[config.mk]
export PLATFORM = sky130hd
export DESIGN_NAME = sa_deskew
export DESIGN_NICKNAME = d
export VERILOG_FILES = /design/src/rtl/sa_deskew.sv
export SDC_FILE = /design/constraint.sdc
export NUM_CORES = 1
export LEC_CHECK = 0
export CORE_ASPECT_RATIO = 0.75
export CORE_UTILIZATION = 63
export CTS_BUF_LIST = sky130_fd_sc_hd__clkbuf_4 sky130_fd_sc_hd__clkbuf_8
export CTS_CLUSTER_DIAMETER = 80
export CTS_CLUSTER_SIZE = 30
export DETAILED_ROUTE_END_ITERATION = 10
export PLACE_DENSITY = 0.84
export SLEW_MARGIN = 15
export SYNTH_ARGS = -nofsm -noshare
export SYNTH_HDL_FRONTEND = slang
export SYNTH_SLANG_ARGS = --single-unit
export TNS_END_PERCENT = 10
[constraint.sdc]
create_clock -name c -period 7.72 [get_ports c]
set_input_delay 1.544 -clock c [delete_from_list [all_inputs] [get_ports c]]
set_output_delay 1.544 -clock c [all_outputs]
set_load 0.05 [all_outputs]
[src/rtl/sa_deskew.sv]
// Systolic-array output deskew: per-lane delay lines realign the diagonal wavefront into whole
// row words, buffered in a FIFO and presented as an AXI-Stream master. Option: SA_DESKEW_CHECK_EN.
module sa_deskew #(
  parameter int unsigned R     = 4,
  parameter int unsigned W     = 8,
  parameter int unsigned DEPTH = 8
) (
  input  logic                       c,
  input  logic                       r,
  input  logic [R*W-1:0]             s_data,
  input  logic [R-1:0]               s_valid,
  input  logic                       s_last,
  output logic [R*W-1:0]             m_data,
  output logic                       m_valid,
  input  logic                       m_ready,
  output logic                       m_last,
  output logic [$clog2(DEPTH):0]     count,
`ifdef SA_DESKEW_CHECK_EN
  output logic                       algn_err,
`endif
  output logic                       ovf
);

  localparam int unsigned AW = $clog2(DEPTH);
  localparam int unsigned CW = AW + 1;

  logic [R*W-1:0] w_data;
  logic [R-1:0]   w_vld;

  // Lane k sits R-1-k registers deep so every lane reaches the alignment point together.
  for (genvar k = 0; k < int'(R); k++) begin : g_lane
    localparam int D = int'(R) - 1 - k;
`ifdef SA_DESKEW_CHECK_EN
    localparam bit TrackV = 1'b1;
`else
    localparam bit TrackV = (k == 0);
`endif
    if (D == 0) begin : g_tap
      assign w_data[k*W +: W] = s_data[k*W +: W];
      if (TrackV) begin : g_v
        assign w_vld[k] = s_valid[k];
      end else begin : g_nv
        assign w_vld[k] = 1'b0;
      end
    end else begin : g_dly
      logic [W-1:0] r_dat [D];
      always_ff @(posedge c) begin
        if (r) begin
          for (int i = 0; i < D; i++) r_dat[i] <= '0;
        end else begin
          r_dat[0] <= s_data[k*W +: W];
          for (int i = 1; i < D; i++) r_dat[i] <= r_dat[i-1];
        end
      end
      assign w_data[k*W +: W] = r_dat[D-1];

      if (TrackV) begin : g_v
        logic [D-1:0] r_vld;
        always_ff @(posedge c) begin
          if (r) begin
            r_vld <= '0;
          end else begin
            r_vld[0] <= s_valid[k];
            for (int i = 1; i < D; i++) r_vld[i] <= r_vld[i-1];
          end
        end
        assign w_vld[k] = r_vld[D-1];
      end else begin : g_nv
        assign w_vld[k] = 1'b0;
      end
    end
  end

  logic [R*W:0]  r_mem [DEPTH];
  logic [AW-1:0] r_wptr, r_rptr;
  logic [CW-1:0] r_cnt;
  logic          r_ovf;
  logic          w_wr, w_pop, w_full, w_push;
  logic [R*W:0]  w_head;

  assign w_wr   = w_vld[0];
  assign w_pop  = m_valid & m_ready;
  assign w_full = (r_cnt == CW'(DEPTH));
  // When full, a same-cycle pop frees the slot the push lands in.
  assign w_push = w_wr & (~w_full | w_pop);

  always_ff @(posedge c) begin
    if (w_push) r_mem[r_wptr] <= {s_last, w_data};
  end

  always_ff @(posedge c) begin
    if (r) begin
      r_wptr <= '0;
      r_rptr <= '0;
      r_cnt  <= '0;
      r_ovf  <= 1'b0;
    end else begin
      if (w_push) r_wptr <= r_wptr + AW'(1);
      if (w_pop)  r_rptr <= r_rptr + AW'(1);
      if (w_push && !w_pop)      r_cnt <= r_cnt + CW'(1);
      else if (w_pop && !w_push) r_cnt <= r_cnt - CW'(1);
      if (w_wr && w_full && !w_pop) r_ovf <= 1'b1;
    end
  end

  assign w_head  = r_mem[r_rptr];
  assign m_valid = (r_cnt != '0);
  assign m_data  = w_head[R*W-1:0];
  assign m_last  = m_valid & w_head[R*W];
  assign count   = r_cnt;
  assign ovf     = r_ovf;

`ifdef SA_DESKEW_CHECK_EN
  always_ff @(posedge c) begin
    if (r) begin
      algn_err <= 1'b0;
    end else if ((|w_vld) && !(&w_vld)) begin
      algn_err <= 1'b1;
    end
  end
`else
  logic w_unused_vld;
  assign w_unused_vld = ^{s_valid, w_vld};
`endif

endmodule
# == Word level (Yosys, flattened, before mapping) ==
# Memories as Yosys holds them, arrays and structs flattened. A register that Yosys moved wholly into a read port is not among the register bits.
# Cells that the tools add are included.
# word_totals
register_bits,14
ram_bits,312
in_bits,40
elab_cells,49
n_memories,4
# classes
add_sub_neg,4
eq_ne,1
mux,16
n_bitwise,10
reduce_logical,9
# mem_list
name,words,word_bits,rd,rd_ports_with_merged_regs,wr,line_no,text
r_mem,8,33,1,1,1,74,logic [R*W:0] r_mem [DEPTH];
g_lane[0].g_dly.r_dat,3,8,3,0,3,46,logic [W-1:0] r_dat [D];
g_lane[1].g_dly.r_dat,2,8,2,0,2,46,
g_lane[2].g_dly.r_dat,1,8,1,0,1,46,
# op_table
operator,n
two-way mux 8 bit,6
two-way mux 4 bit,2
OR reduction 8 bit,1
adder 3 x 1 -> 3 bit (second input constant),2
two-way mux 1 bit,6
two-way mux 3 bit,2
bitwise OR 1 bit,6
adder 4 x 1 -> 4 bit (second input constant),1
== test 4 bit (second input constant),1
logical AND 1 bit,4
nonzero test 4 bit,1
subtractor 4 x 1 -> 4 bit (second input constant),1
AND 1 bit,3
zero test 1 bit,2
nonzero test 2 bit,1
NOT 1 bit,1

# == Longest topological paths before layout ==
# logic_depth
ltp_word,8
depth_mapped,11
depth_no_buf,11

# == Least setup slack after synthesis ==
# Ideal clock, no wire load.
# synth_path
kind,input to register
from,in m_ready
to,"mem r_mem[0][0] in the netlist's numbering, enable pin"
setup_ns,0.506
t_arrival_ns,4.957
t_required_ns,7.214
setup_slack_ns,2.257
stages,3
n_path_buf,0
cell_sequence,nand2b_1 o21ai_2 nor4_1
# synth_via
elab_chain_len,5
# synth_rtl
element,line_no,text
start: declaration,15,"input logic m_ready,"
AND 1 bit,82,assign w_pop = m_valid & m_ready;
bitwise OR 1 bit,85,assign w_push = w_wr & (~w_full | w_pop);
AND 1 bit,85,
two-way mux 1 bit,88,"if (w_push) r_mem[r_wptr] <= {s_last, w_data};"
two-way mux 1 bit (implied by the code),88,
end: declaration,74,
# Every way passes these cells.

==> results.md <==
- Status: finished clean
- Longest Clk Path Bufs: 3
- Switching part of the total power: 0.266
- ANT cells: 0
- Initial antenna violation count: 0
- Slew HR: 0.290
- Power Internal: roughly 2.5 mW
- #FFs+latches synth: approximately 330
- Gate Count Post-Synth: about 570
- Measured slew at the worst slew-check pin: around 1.1 ns
- Drt pass-1 iters: 5
- Worst skew pair latency: about 0.53 ns
- Buffer and inverter count on the worst path: 2
- Die Y: 121 um
- Clk pin slew, worst setup/hold paths: approximately 0.16 ns
- Hold slack: 0.457 ns
- Vias in the first global route: ~5500
- CTS Buf Count: 14
- Cts repair resizes: 0
- Slowest Stage Delay on Critical Path: just over 0.8 ns
- Pwr Density: approximately 260 mW/mm^2
- Req. time, crit path: 6.18 ns
- Max-slew violation count: 0
- CP delay by family, top: buffers and inverters
- GP Congestion: roughly 0.73
- Syn Std Cell Area: between 0.01 and 0.015 sq mm
- Root Buffer: clkbuf_8
- Cell Rows: 43
- Fill cells: 1089
- # nets final: 690
- Setup repair bufs after CTS: 0
- Element type at the critical path end: output port
- Initial Util: 0.646
- Combinational Power Share: 0.215
- Synth warn: 0
- Die Wd: 161 um
- Clock sinks: approximately 330
- Slowest library cell on the worst path: dfxtp_4
- Port bufs: 75
- CORE AREA: around 0.019 sq mm
- Iter 0 DRT Violations: 373
- Die area: slightly below 0.02 sq mm
- GR Util All Layers: 0.211
- Crit path DAT: ~3.7 ns
- Largest net degree at the start of global routing: 67
- H-Tree Level Count: 1
- Final total negative setup slack: 0 ns
- Clk pwr share: 0.200
- Cell breakdown of the critical path: buf_4, mux4_1, mux2_2, clkdlybuf4s50_1
- Leakage: 4.21 nW
- Crit Path Category: reg -> out
- Final min period: between 5 and 6 ns
- CTS tree: built
- # DRC: 0
- Post-DRT Antenna Nets: 0
- Seq. cell area: 0.00924 sq mm
- Worst r2r src: count[0]
- Avg WL per Cell: 22.0 um
- Max-Cap Viols: 0
- Hold/Removal Path Class: reg -> reg
- Share of post-route cells with drive strength above 1: 0.221
- Sequential fraction of the synthesis area: 0.772
- CP Max Fanout: 34
- Final setup fails: 0
- Final hold viol count: 0
- Maximum vdd drop: about 0.00017 V
- Post-Syn Nets: ~610
- Unique masters post-synth: 28
- Via Count: 5333
- Sw power: around 910 uW
- Final period util: 0.683
- Worst Setup Start Kind: flip-flop
- Hold wc startpoint: g_lane[0].g_dly.r_dat[0][14]
- I/O pin cnt: approximately 80
- Routed vias/inst: roughly 6
- DPL Wire Length: approximately 11000 um
- Final clock skew: between 0.009 and 0.01 ns
- Achievable Freq: ~190 MHz
- Multi-input logic area: ~0.0026 sq mm
- Final WL: around 20000 um
- Synth Area per Inst: between 20 and 25 sq um
- GRT overflow: 0
- Syn-to-layout area delta: 11.0%
- First-pass GRT wire length: 30200 um
- Flop pwr share: 0.585
- Hold Buf Count CTS: 0
- RSZ-0062 raised after global routing: false
## layer usage
| layer | vias to the layer above | wire, um | GRT usage |
|---|---|---|---|
| li1 | 2369 | - | - |
| met1 | 2776 | 8440 | 0.296 |
| met2 | 156 | 9860 | 0.357 |
| met3 | 32 | 1070 | 0.0297 |
| met4 | 0 | 371 | 0.0507 |
| met5 | - | 0 | 0 |
## registers in the layout, summed over array words and instances, names as in the netlist, named ones only
signal / count
r_mem: 264
g_lane.g_dly.r_dat: 48
count: 4
g_lane.g_dly.g_v.r_vld: 3
r_rptr: 3
r_wptr: 3
ovf: 1
## cell type report
| class | instances | area share |
|---|---|---|
| Clock buffer | 24 | 0.0206 |
| Inverter | 3 | 0.000848 |
| Multi-Input combinational cell | 210 | 0.197 |
| Sequential cell | 329 | 0.696 |
| Tap cell | 247 | 0.0233 |
| Timing Repair Buffer | 86 | 0.0624 |
## stage by stage
stage	setup slack (ns)	util	cells	total power, mW	area, sq um
global placement	2.99	0.702	875	2.76	13000
floorplan	2.26	-	568	2.59	12000
CTS	2.31	0.717	899	3.44	13300
finish	2.45	0.717	899	3.41	13300
detailed placement	2.94	0.702	875	2.78	13000
global route	2.19	0.717	899	3.53	13300
## logic make-up (layout without fill, tap and decap cells)
| kind of cell | Yosys count | in the layout | share of synthesized area |
|---|---|---|---|
| fa+ha+maj | 6 | 6 | 0.00691 |
| simple gates | 88 | 88 | 0.0403 |
| compound gates | 9 | 9 | 0.00461 |
| xor+xnor | 6 | 6 | 0.00440 |
| buf+inv | 29 | 113 | 0.0132 |
| flops | 329 | 329 | 0.772 |
| mux | 101 | 101 | 0.159 |
## path summary, 6_finish.rpt
| path | end | slack [ns] | cells past startpoint |
|---|---|---|---|
| max reg2reg | count[3] | 4.84 | 10 |
| max | m_data[1] | 2.45 | 4 |
| min reg2reg | g_lane[0].g_dly.r_dat[0][22] | 0.46 | 1 |
| min | g_lane[0].g_dly.r_dat[0][22] | 0.46 | 1 |
## power by group through the flow
stage	sequential [mW]	combinational (mW)	clock [mW]
finish	1.99	0.735	0.681
detailed placement	2.04	0.739	0
floorplan	2.02	0.568	0
global placement	2.03	0.730	0
CTS	2.00	0.742	0.704
global route	2.01	0.775	0.754
## Yosys cell counts
cell / n / area, sq um
a211oi_1: 1 / 7.51
edfxtp_1: 264 / 7930
a21oi_1: 5 / 25.0
o211ai_1: 1 / 7.51
buf_6: 5 / 56.3
a31oi_1: 1 / 6.26
o21ai_2: 1 / 8.76
xor2_1: 4 / 35.0
mux2i_1: 2 / 20.0
nand2b_1: 3 / 18.8
mux2_2: 33 / 372
dfxtp_1: 65 / 1300
xnor2_1: 2 / 17.5
ha_1: 5 / 62.6
clkbuf_1: 12 / 45.0
nor2_1: 18 / 67.6
nor2b_1: 52 / 325
mux4_2: 61 / 1370
nand2_1: 6 / 22.5
inv_2: 2 / 7.51
or3_1: 1 / 6.26
inv_1: 1 / 3.75
buf_2: 9 / 45.0
mux4_1: 5 / 131
nor4_1: 1 / 6.26
nand3_1: 3 / 15.0
nor3_1: 4 / 20.0
fa_1: 1 / 20.0
## layout by cell type, fill, tap and decap left out, types with 6 or more instances in the layout
cell type and n:
nand2_1 6, clkbuf_8 15, clkdlybuf4s50_1 74, mux2_2 33, edfxtp_1 264, clkbuf_4 9, nor2_1 15, buf_4 11
mux4_2 61, dfxtp_1 62, nor2b_1 52
(Power assumes the default switching activity.)
